$ cat src/rtl/mips_pkg.sv
// Shared decode definitions for the execute-stage units.
package mips_pkg;

  localparam int DATA_WIDTH = 32;

  // Decoded ALU operation codes seen by the HI/LO unit.
  typedef enum logic [4:0] {
    CONTROL_MULT  = 5'b10000,
    CONTROL_MULTU = 5'b10001,
    CONTROL_DIV   = 5'b10010,
    CONTROL_DIVU  = 5'b10011,
    CONTROL_MTLO  = 5'b10101,
    CONTROL_MTHI  = 5'b10110
  } alu_control_t;

  // True for the two signed operations that need sign handling.
  function automatic logic is_signed_op(input logic [4:0] ctl);
    return (ctl == CONTROL_MULT) || (ctl == CONTROL_DIV);
  endfunction

endpackage

$ cat src/rtl/hilo_muldiv_unit_if.sv
// Issue/result bundle between decode/control and the HI/LO unit.
// Handshake: an op is taken on a rising clk edge where start is high, busy is
// low and at least one write enable is set; while busy is high start and all
// decoder inputs are don't-care. done is a one-cycle pulse meaning hi/lo were
// just updated (done and a new start may coincide).
interface hilo_muldiv_unit_if
  import mips_pkg::*;
#(
  parameter int DATA_WIDTH = mips_pkg::DATA_WIDTH
) ();
  logic                  start;
  logic [4:0]            alu_control;
  logic                  LO_write_enable;
  logic                  HI_write_enable;
  logic [DATA_WIDTH-1:0] op_a;
  logic [DATA_WIDTH-1:0] op_b;
  logic                  busy;
  logic                  done;
  logic [DATA_WIDTH-1:0] hi;
  logic [DATA_WIDTH-1:0] lo;

  modport master (
    output start, alu_control, LO_write_enable, HI_write_enable, op_a, op_b,
    input  busy, done, hi, lo
  );

  modport slave (
    input  start, alu_control, LO_write_enable, HI_write_enable, op_a, op_b,
    output busy, done, hi, lo
  );
endinterface

$ cat src/rtl/hilo_muldiv_unit_div_iter.sv
// Restoring unsigned divider core: load operands, then one quotient bit per step.
module div_iter
  import mips_pkg::*;
#(
  parameter int DATA_WIDTH = mips_pkg::DATA_WIDTH
) (
  input  logic                  clk,
  input  logic                  reset_n,
  input  logic                  load,
  input  logic                  step,
  input  logic [DATA_WIDTH-1:0] dividend,
  input  logic [DATA_WIDTH-1:0] divisor,
  output logic [DATA_WIDTH-1:0] quotient,
  output logic [DATA_WIDTH-1:0] remainder
);

  logic [DATA_WIDTH-1:0] quot_q, quot_d;
  logic [DATA_WIDTH-1:0] rem_q, rem_d;
  logic [DATA_WIDTH-1:0] dsr_q, dsr_d;
  logic [DATA_WIDTH:0]   shifted;
  logic [DATA_WIDTH:0]   diff;

  // Shift next dividend bit into the partial remainder and trial-subtract.
  always_comb begin
    shifted = {rem_q, quot_q[DATA_WIDTH-1]};
    diff    = shifted - {1'b0, dsr_q};
    quot_d  = quot_q;
    rem_d   = rem_q;
    dsr_d   = dsr_q;
    if (load) begin
      quot_d = dividend;
      rem_d  = '0;
      dsr_d  = divisor;
    end else if (step) begin
      if (diff[DATA_WIDTH]) begin
        rem_d  = shifted[DATA_WIDTH-1:0];
        quot_d = {quot_q[DATA_WIDTH-2:0], 1'b0};
      end else begin
        rem_d  = diff[DATA_WIDTH-1:0];
        quot_d = {quot_q[DATA_WIDTH-2:0], 1'b1};
      end
    end
  end

  // Divider working registers.
  always_ff @(posedge clk or negedge reset_n) begin
    if (!reset_n) begin
      quot_q <= '0;
      rem_q  <= '0;
      dsr_q  <= '0;
    end else begin
      quot_q <= quot_d;
      rem_q  <= rem_d;
      dsr_q  <= dsr_d;
    end
  end

  assign quotient  = quot_q;
  assign remainder = rem_q;

endmodule

$ cat src/rtl/hilo_muldiv_unit.sv
// HI/LO unit: single-cycle multiply and MTHI/MTLO, iterative divide, HI/LO regs.
module hilo_muldiv_unit
  import mips_pkg::*;
#(
  parameter int DATA_WIDTH = mips_pkg::DATA_WIDTH
) (
  input  logic               clk,
  input  logic               reset_n,
  hilo_muldiv_unit_if.slave  bus,
  output logic [1:0]         dbg_state
);

  localparam int CNT_W = $clog2(DATA_WIDTH);

  typedef enum logic [1:0] {
    IDLE = 2'd0,
    RUN  = 2'd1,
    FIX  = 2'd2
  } state_t;

  state_t                state_q, state_d;
  logic [CNT_W-1:0]      count_q, count_d;
  logic [DATA_WIDTH-1:0] hi_q, hi_d;
  logic [DATA_WIDTH-1:0] lo_q, lo_d;
  logic                  busy_q, busy_d;
  logic                  done_q, done_d;
  logic                  neg_quot_q, neg_quot_d;  // signs of operands differ
  logic                  neg_rem_q, neg_rem_d;    // dividend was negative
  logic                  div_zero_q, div_zero_d;
  logic                  wr_hi_q, wr_hi_d;        // enables captured at issue
  logic                  wr_lo_q, wr_lo_d;

  logic                  accept;
  logic                  sgn;
  logic                  sign_a, sign_b;
  logic [DATA_WIDTH-1:0] abs_a, abs_b;
  logic [2*DATA_WIDTH-1:0] ext_a, ext_b, product;
  logic                  div_load, div_step;
  logic [DATA_WIDTH-1:0] quotient, remainder;

  div_iter #(.DATA_WIDTH(DATA_WIDTH)) u_div_iter (
    .clk       (clk),
    .reset_n   (reset_n),
    .load      (div_load),
    .step      (div_step),
    .dividend  (abs_a),
    .divisor   (abs_b),
    .quotient  (quotient),
    .remainder (remainder)
  );

  // Operand conditioning shared by multiply (sign extension) and divide (magnitude).
  always_comb begin
    sgn     = is_signed_op(bus.alu_control);
    sign_a  = sgn & bus.op_a[DATA_WIDTH-1];
    sign_b  = sgn & bus.op_b[DATA_WIDTH-1];
    abs_a   = sign_a ? (~bus.op_a + DATA_WIDTH'(1)) : bus.op_a;
    abs_b   = sign_b ? (~bus.op_b + DATA_WIDTH'(1)) : bus.op_b;
    ext_a   = {{DATA_WIDTH{sign_a}}, bus.op_a};
    ext_b   = {{DATA_WIDTH{sign_b}}, bus.op_b};
    product = ext_a * ext_b;
  end

  // Issue decode, divide sequencing and HI/LO next values.
  always_comb begin
    accept     = bus.start && !busy_q && (bus.LO_write_enable || bus.HI_write_enable);
    state_d    = state_q;
    count_d    = count_q;
    hi_d       = hi_q;
    lo_d       = lo_q;
    busy_d     = busy_q;
    done_d     = 1'b0;
    neg_quot_d = neg_quot_q;
    neg_rem_d  = neg_rem_q;
    div_zero_d = div_zero_q;
    wr_hi_d    = wr_hi_q;
    wr_lo_d    = wr_lo_q;
    div_load   = 1'b0;
    div_step   = 1'b0;
    case (state_q)
      IDLE: begin
        if (accept) begin
          case (bus.alu_control)
            CONTROL_MULT, CONTROL_MULTU: begin
              if (bus.HI_write_enable) hi_d = product[2*DATA_WIDTH-1:DATA_WIDTH];
              if (bus.LO_write_enable) lo_d = product[DATA_WIDTH-1:0];
              done_d = 1'b1;
            end
            CONTROL_DIV, CONTROL_DIVU: begin
              div_load   = 1'b1;
              neg_quot_d = sign_a ^ sign_b;
              neg_rem_d  = sign_a;
              div_zero_d = (bus.op_b == '0);
              wr_hi_d    = bus.HI_write_enable;
              wr_lo_d    = bus.LO_write_enable;
              count_d    = '0;
              busy_d     = 1'b1;
              state_d    = RUN;
            end
            CONTROL_MTHI: begin
              if (bus.HI_write_enable) hi_d = bus.op_a;
              done_d = 1'b1;
            end
            CONTROL_MTLO: begin
              if (bus.LO_write_enable) lo_d = bus.op_a;
              done_d = 1'b1;
            end
            default: ;
          endcase
        end
      end
      RUN: begin
        div_step = 1'b1;
        if (count_q == CNT_W'(DATA_WIDTH - 1)) begin
          count_d = '0;
          state_d = FIX;
        end else begin
          count_d = count_q + CNT_W'(1);
        end
      end
      FIX: begin
        if (!div_zero_q) begin
          if (wr_lo_q) lo_d = neg_quot_q ? (~quotient + DATA_WIDTH'(1)) : quotient;
          if (wr_hi_q) hi_d = neg_rem_q ? (~remainder + DATA_WIDTH'(1)) : remainder;
        end
        busy_d  = 1'b0;
        done_d  = 1'b1;
        state_d = IDLE;
      end
      default: state_d = IDLE;
    endcase
  end

  // State, HI/LO and registered status outputs.
  always_ff @(posedge clk or negedge reset_n) begin
    if (!reset_n) begin
      state_q    <= IDLE;
      count_q    <= '0;
      hi_q       <= '0;
      lo_q       <= '0;
      busy_q     <= 1'b0;
      done_q     <= 1'b0;
      neg_quot_q <= 1'b0;
      neg_rem_q  <= 1'b0;
      div_zero_q <= 1'b0;
      wr_hi_q    <= 1'b0;
      wr_lo_q    <= 1'b0;
    end else begin
      state_q    <= state_d;
      count_q    <= count_d;
      hi_q       <= hi_d;
      lo_q       <= lo_d;
      busy_q     <= busy_d;
      done_q     <= done_d;
      neg_quot_q <= neg_quot_d;
      neg_rem_q  <= neg_rem_d;
      div_zero_q <= div_zero_d;
      wr_hi_q    <= wr_hi_d;
      wr_lo_q    <= wr_lo_d;
    end
  end

  assign bus.busy  = busy_q;
  assign bus.done  = done_q;
  assign bus.hi    = hi_q;
  assign bus.lo    = lo_q;
  assign dbg_state = state_q;

endmodule
$ cat src/flat_wrapper.sv
// flat-port wrapper written by rule: the top's interface ports become plain ports
module hilo_muldiv_unit_flat import mips_pkg::*;
#(
  parameter int DATA_WIDTH = mips_pkg::DATA_WIDTH
)
  (clk, reset_n, dbg_state, bus_start, bus_alu_control, bus_LO_write_enable, bus_HI_write_enable, bus_op_a, bus_op_b, bus_busy, bus_done, bus_hi, bus_lo);
  hilo_muldiv_unit_if #(.DATA_WIDTH(DATA_WIDTH)) bus_i ();
  input  logic clk;
  input  logic reset_n;
  output logic [1:0] dbg_state;
  input wire logic [$bits(bus_i.start)-1:0] bus_start;
  input wire logic [$bits(bus_i.alu_control)-1:0] bus_alu_control;
  input wire logic [$bits(bus_i.LO_write_enable)-1:0] bus_LO_write_enable;
  input wire logic [$bits(bus_i.HI_write_enable)-1:0] bus_HI_write_enable;
  input wire logic [$bits(bus_i.op_a)-1:0] bus_op_a;
  input wire logic [$bits(bus_i.op_b)-1:0] bus_op_b;
  output wire logic [$bits(bus_i.busy)-1:0] bus_busy;
  output wire logic [$bits(bus_i.done)-1:0] bus_done;
  output wire logic [$bits(bus_i.hi)-1:0] bus_hi;
  output wire logic [$bits(bus_i.lo)-1:0] bus_lo;
  assign bus_i.start = bus_start;
  assign bus_i.alu_control = bus_alu_control;
  assign bus_i.LO_write_enable = bus_LO_write_enable;
  assign bus_i.HI_write_enable = bus_HI_write_enable;
  assign bus_i.op_a = bus_op_a;
  assign bus_i.op_b = bus_op_b;
  assign bus_busy = bus_i.busy;
  assign bus_done = bus_i.done;
  assign bus_hi = bus_i.hi;
  assign bus_lo = bus_i.lo;
  hilo_muldiv_unit #(.DATA_WIDTH(DATA_WIDTH)) u_core (.clk(clk), .reset_n(reset_n), .bus(bus_i), .dbg_state(dbg_state));
endmodule
$ cat config.mk
export PLATFORM = sky130hd
export DESIGN_NAME = hilo_muldiv_unit_flat
export DESIGN_NICKNAME = d
export VERILOG_FILES = /design/src/rtl/mips_pkg.sv /design/src/rtl/hilo_muldiv_unit_if.sv /design/src/rtl/hilo_muldiv_unit_div_iter.sv /design/src/rtl/hilo_muldiv_unit.sv /design/src/flat_wrapper.sv
export SDC_FILE = /design/constraint.sdc
export NUM_CORES = 2
export LEC_CHECK = 0
export ABC_CLOCK_PERIOD_IN_PS = 3700
export CAP_MARGIN = 15
export CORE_MARGIN = 1
export CORE_UTILIZATION = 60
export CTS_CLUSTER_DIAMETER = 150
export DETAILED_ROUTE_END_ITERATION = 16
export PLACE_DENSITY = 0.77
export SETUP_SLACK_MARGIN = 0.3
export SKIP_CTS_REPAIR_TIMING = 1
export SLEW_MARGIN = 15
export SYNTH_ARGS = -nofsm -noshare
export SYNTH_HDL_FRONTEND = slang
export SYNTH_SLANG_ARGS = --single-unit
export TNS_END_PERCENT = 20
$ cat constraint.sdc
create_clock -name clk -period 3.7 [get_ports clk]
set_clock_uncertainty 0.2 [all_clocks]
set_input_delay 0.74 -clock clk [delete_from_list [all_inputs] [get_ports clk]]
set_output_delay 0.74 -clock clk [all_outputs]
set_load 0.005 [all_outputs]
# After elaboration in Yosys (flattened, before gate mapping)
# Cells that the tools add are included.
dict set report word_totals {
  ramBits 0
  romBits 0
  ff_bits 174
  latchBits 0
  memories 0
  inputBits 74
}
dict set report classes {
  n_shift 0
  n_div 0
  mul 1
  n_addsub 6
  order_cmp 0
  reduce_logical 19
  bitwise 7
  n_eq_ne 21
  muxes 42
}
# op count
set ops {}
lappend ops {{32-bit two-way mux} 19}
lappend ops {{32-bit one-hot mux with 2 select lines} 4}
lappend ops {{32-bit by 1-bit adder with 32-bit output (second input constant)} 4}
lappend ops {{32-bit NOT} 4}
lappend ops {{33-bit by 33-bit multiplier with 64-bit output} 1}
lappend ops {{5-bit equality test (second input constant)} 7}
lappend ops {{33-bit by 32-bit subtractor with 33-bit output} 1}
lappend ops {{32-bit logical NOT} 1}
lappend ops {{3-bit != test (second input constant)} 6}
lappend ops {{5-bit two-way mux} 3}
lappend ops {{7-bit AND reduction} 2}
lappend ops {{3-bit AND reduction} 4}
lappend ops {{5-bit one-hot mux with 2 select lines} 1}
lappend ops {{1-bit two-way mux} 9}
lappend ops {{2-bit by 1-bit != test with 1-bit output (second input constant)} 4}
lappend ops {{2-bit two-way mux} 3}
lappend ops {{2-bit nonzero test} 3}
lappend ops {{5-bit by 1-bit adder with 5-bit output (second input constant)} 1}
lappend ops {{2-bit != test (second input constant)} 2}
lappend ops {{1-bit one-hot mux with 2 select lines} 2}
lappend ops {{2-bit one-hot mux with 2 select lines} 1}
lappend ops {{2-bit OR reduction} 2}
lappend ops {{4-bit OR reduction} 1}
lappend ops {{1-bit bitwise AND} 2}
lappend ops {{7 further kinds} 9}

# Longest topological paths before layout
dict set report depth {
  depth_word 8
  mapped_depth 35
}

# Modules after synthesis
# A second synthesis with hierarchy kept.
dict set report unflattened {
  hier_cells 5851
  area_unflattened_um2 50634.8
}
# mod n_inst area_each_um2 cells_each seq_area_each_um2
set by_module_without_submodules {}
lappend by_module_without_submodules {hilo_muldiv_unit 1 44589.0 5136 1951.9}
lappend by_module_without_submodules {div_iter 1 6045.8 715 2402.3}

# Worst setup path after synthesis
# No wires, ideal clock.
dict set report synth_path {
  path_type {input to register}
  from {in bus_alu_control[3]}
  to {reg u_core.hi_q[28] (netlist: u_core.bus.hi[28])}
  stages 34
  setup_time_ns 0.087
  t_arrival_ns 8.884
  path_buffers 3
  setup_slack_ns -5.470
  path_cell_list {nand2b_1 -> nor3_1 -> and2_1 -> clkbuf_1 -> buf_1 -> nand2_1 -> inv_1 -> fa_1 -> inv_1 -> fa_1 -> inv_1 -> fa_1 -> fa_1 -> inv_1 -> fa_1 -> inv_1 -> fa_1 -> inv_1 -> fa_1 -> fa_1 -> inv_1 -> ha_1 -> clkbuf_1 -> inv_1 -> o21bai_1 -> a21o_1 -> and2_1 -> o21ai_0 -> nor2b_1 -> o21bai_1 -> nor3_1 -> a211o_1 -> a211o_1 -> o211ai_1}
}
dict set report synth_via {
  elab_chain_len 8
}
# item line
set synth_rtl {}
lappend synth_rtl {{start, declared} flat_wrapper.sv:12} ;# input wire logic [$bits(bus_i.alu_control)-1:0] bus_alu_control;
lappend synth_rtl {{5-bit equality test, on equally long branches} {mips_pkg.sv:18, hilo_muldiv_unit.sv:83}}
lappend synth_rtl {{1-bit logical OR} mips_pkg.sv:18} ;# return (ctl == CONTROL_MULT) || (ctl == CONTROL_DIV);
lappend synth_rtl {{1-bit bitwise AND, on equally long branches} {hilo_muldiv_unit.sv:55, hilo_muldiv_unit.sv:56}}
lappend synth_rtl {{33-bit by 33-bit multiplier with 64-bit output} hilo_muldiv_unit.sv:61} ;# product = ext_a * ext_b;
lappend synth_rtl {{32-bit two-way mux} hilo_muldiv_unit.sv:85} ;# if (bus.HI_write_enable) hi_d = product[2*DATA_WIDTH-1:DATA_WIDTH];
lappend synth_rtl {{32-bit one-hot mux with 2 select lines} hilo_muldiv_unit.sv:83} ;# case (bus.alu_control)
lappend synth_rtl {{32-bit two-way mux} hilo_muldiv_unit.sv:82} ;# if (accept) begin
lappend synth_rtl {{32-bit one-hot mux with 2 select lines} hilo_muldiv_unit.sv:80} ;# case (state_q)
lappend synth_rtl {{end signal, assigned} hilo_muldiv_unit.sv:151} ;# hi_q <= hi_d;
lappend synth_rtl {{end, declared} hilo_muldiv_unit.sv:23} ;# logic [DATA_WIDTH-1:0] hi_q, hi_d;
# Several ways; a longest one is shown, not always the timed one. The select of a mux whose other input is x is not followed.
# A chain may end at the register's enable or synchronous reset.

# Worst setup path after layout
dict set report layout_path {
  from {in bus_op_b[23]}
  to {reg u_core.hi_q[26] (netlist: u_core.bus.hi[26])}
}
dict set report layout_via {
  elab_chain_len 5
}
# item line
set layout_rtl {}
lappend layout_rtl {{start, declared} flat_wrapper.sv:16} ;# input wire logic [$bits(bus_i.op_b)-1:0] bus_op_b;
lappend layout_rtl {{33-bit by 33-bit multiplier with 64-bit output} hilo_muldiv_unit.sv:61}
lappend layout_rtl {{32-bit two-way mux} hilo_muldiv_unit.sv:85}
lappend layout_rtl {{32-bit one-hot mux with 2 select lines} hilo_muldiv_unit.sv:83}
lappend layout_rtl {{32-bit two-way mux} hilo_muldiv_unit.sv:82}
lappend layout_rtl {{32-bit one-hot mux with 2 select lines} hilo_muldiv_unit.sv:80}
# No other way between the ends. The select of a mux whose other input is x is not followed.

==> run_results.csv <==
group,metric,value,unit
status,status,"finished with violations",
status,failed_checks,"setup timing",
timing,final-setup-viol-count,62,
worst_setup_path,critical-path-max-stage-delay,0.60,ns
grt,grt_start_max_net_pins,112,
timing,worst-slew-pin-transition,1.02,ns
grt,track_usage,38.6,%
placed_design,port-buffer-count,141,
grt,grt_overflow,0,
timing,period_needed,8.27,ns
floorplanning,fp.dieH,291,um
floorplanning,fp-row-count,105,
clock_network,tritoncts_num_sinks,174,
worst_setup_path,slowest_cell_on_the_critical_path,"sky130_fd_sc_hd__fa_1",
grt,first_global_vias,45430,
routing,via_count,43549,
worst_setup_path,critical-path-top-delay-family,"adder cells",
min_path,min_path_type,"primary input to asynchronous set/reset pin",
floorplanning,fp.dieArea,0.0845,mm^2
cells_and_area,area.growth.synth_to_final,21.1,%
synth,syn_area,0.0500,mm^2
clock_network,cts_htree_levels,4,
worst_setup_path,worst-endpoint-arrival,8.45,ns
synth,synth-edff-count,0,
cells_and_area,nets,7778,
clock_network,cts.path.max_buffers,2,
routing,postRouteWirelength,169,mm
synth,yosysWarnings,0,
synth,synth-seq-cells,174,
routing,avgViaCountPerCell,5.87,
clock_network,numCtsBuffers,17,
timing,clock.fmax,121,MHz
grt,grt_pass1_wl,250,mm
synth,synth_flop_cell,"sky130_fd_sc_hd__dfrtp_1",
routing,average_detailed_routed_wire_length_per_instance,22.8,um
worst_setup_path,critical_path_buf_inv_count,7,
worst_setup_path,cp_data_required_time,3.88,ns
floorplanning,io_pins,142,
synth,post_synth_main_area_contributors,"sky130_fd_sc_hd__fa_1 (45%), sky130_fd_sc_hd__inv_1 (9.0%), sky130_fd_sc_hd__dfrtp_1 (8.7%)",
synth,synth.yosys.seq_area_share,8.71,%
timing,max_transition_margin,32.0,%
synth,netlist_instances,5754,
worst_setup_path,path_max_fanout,9,
synth,synthesis.nets,7204,
cells_and_area,drive_above_1_share,18.2,%
run,maxCapViolCount,0,
clock_network,worstSkewPairLatency,0.47,ns
worst_setup_path,worst-setup-path-type,"primary input to register",
clock_network,cts.reportedPaths.clkPinSlew,0.08,ns
cells_and_area,num-fill-cells,5740,
timing,finalMaxSlewViolations,0,
worst_setup_path,critical_path.most_common_cell,"sky130_fd_sc_hd__fa_1",
timing,final_hold_viol_count,0,
timing,layout_worst_path_cycle_share,224,%
placed_design,hpwl,134,mm
placed_design,gp_routability_congestion,1.00,
synth,synth_top_area_cell,"sky130_fd_sc_hd__fa_1",
grt,initial_antenna_violation_count,14,
routing,first_pass_iters,6,
timing,rsz_0062_raised_after_global_routing,"true",
synth,synth.top_cell.area_share,45.1,%
timing,post-route-worst-setup-slack,-4.57,ns
clock_network,clk_root_buffer_cell,"sky130_fd_sc_hd__clkbuf_16",
routing,drt_drc_violations_left,0,
routing,drt_first_iter_violations,4017,
clock_network,cts_tree,"built",
synth,synth_cell_type_count,78,
synth,synth_area_per_inst,8.69,um^2
floorplanning,initial_utilization,60.8,%
worst_setup_path,critPathCaptureType,"register",
routing,route.antenna.remaining_nets,0,
floorplanning,dieWidth,291,um
worst_setup_path,startpoint_type,"primary input",
floorplanning,placeableCoreArea,0.0822,mm^2
placed_design,placement.setup.worst_slack,-5.53,ns
synth,postSynth.asyncResetShare,100,%
sequential cells by signal, summed over array words and instances, names as in the netlist, 2 cells and up:
register,count
u_core.bus.hi,32
u_core.u_div_iter.dsr_q,32
u_core.u_div_iter.quotient,32
u_core.dbg_state,2
u_core.u_div_iter.remainder,32
u_core.count_q,5
u_core.bus.lo,32
through the flow:
step | cell area (um^2) | utilization (%) | instances | TNS [ns] | hold WS, ns
after floorplan | 50200 | - | 5754 | -220.02 | 0.244
after global placement | 57400 | 69.8 | 7293 | -294.29 | 0.261
after detailed placement | 57400 | 69.8 | 7293 | -301.18 | 0.269
after CTS | 58000 | 70.5 | 7325 | -266.26 | 0.103
after global routing | 60600 | 73.7 | 7420 | -238.48 | 0.126
final | 60600 | 73.7 | 7421 | -225.07 | 0.0810
layer usage:
layer / GRT usage [%] / vias to the layer above / wire length [um]
met5: 0 / - / 19
met4: 24.7 / 2 / 15400
met3: 6.04 / 728 / 16000
met2: 63.2 / 2437 / 79100
met1: 47.8 / 21912 / 58300
li1: - / 18470 / -
cell type report:
class	instances	area [um^2]	area share, %
Tap cell	1070	1340	2.21
Multi-Input combinational cell	4012	41100	67.8
Timing Repair Buffer	928	8680	14.3
Inverter	1195	4510	7.44
Clock inverter	15	171	0.283
Clock buffer	17	425	0.702
Sequential cell	174	4350	7.19
Antenna cell	10	25.0	0.0413
path summary, 6_finish.rpt:
check,slack (ns),depth (start not counted),end,start
setup / recovery,-4.57,28,u_core.bus.hi[26],bus_op_b[23]
setup reg to reg,-0.05,12,u_core.bus.hi[30],u_core.u_div_iter.remainder[5]
max in group asynchronous,2.36,2,u_core.u_div_iter.quotient[25],reset_n
min in group clk,0.28,2,u_core.bus.lo[19],u_core.bus.lo[19]
hold reg to reg,0.28,2,u_core.bus.lo[19],u_core.bus.lo[19]
hold / removal,0.08,1,u_core.u_div_iter.remainder[13],reset_n
placed cells by master (no fill, tap or decap), types with 40 or more instances in the layout:
master and instances:
sky130_fd_sc_hd__xor2_1 81, sky130_fd_sc_hd__buf_12 71, sky130_fd_sc_hd__xnor2_1 122, sky130_fd_sc_hd__buf_4 656, sky130_fd_sc_hd__o21ai_1 69, sky130_fd_sc_hd__ha_1 219
sky130_fd_sc_hd__fa_1 1090, sky130_fd_sc_hd__a21oi_2 40, sky130_fd_sc_hd__a21oi_1 136, sky130_fd_sc_hd__buf_6 55, sky130_fd_sc_hd__nor2_1 130, sky130_fd_sc_hd__nand3_1 65
sky130_fd_sc_hd__o21ai_0 182, sky130_fd_sc_hd__inv_1 1152, sky130_fd_sc_hd__clkdlybuf4s50_1 77, sky130_fd_sc_hd__a21o_1 42, sky130_fd_sc_hd__nand2_1 980, sky130_fd_sc_hd__and2_1 293
sky130_fd_sc_hd__dfrtp_1 174
Yosys cell counts (all sizes together), types with 22 or more instances:
master / n
dfrtp: 174
fa: 1126
a21oi: 180
a22oi: 33
clkbuf: 293
xnor2: 132
ha: 250
a31oi: 22
o21ai: 267
and3: 28
xor2: 83
inv: 1195
nand2: 988
nand3: 66
buf: 80
nor2: 147
o31ai: 38
o211ai: 36
a21o: 42
and2: 302
nor3: 30
logic make-up (layout without fill, tap and decap cells):
| group | after synthesis | after routing | share of synthesized area (%) |
|---|---|---|---|
| AND/OR/NAND/NOR | 1679 | 1679 | 15.2 |
| buffers and inverters | 1568 | 2155 | 11.8 |
| adder cells (fa/ha/maj) | 1376 | 1376 | 51.3 |
| AO/OA/AOI/OAI | 733 | 733 | 8.97 |
| XOR/XNOR | 215 | 215 | 3.78 |
| flip-flops | 174 | 174 | 8.71 |
| multiplexers | 9 | 9 | 0.188 |
| other | 0 | 10 | 0 |
Power is left out: the tool's default activity adds up to more than one toggle a clock period on the data nets, which glitch-free logic cannot reach.
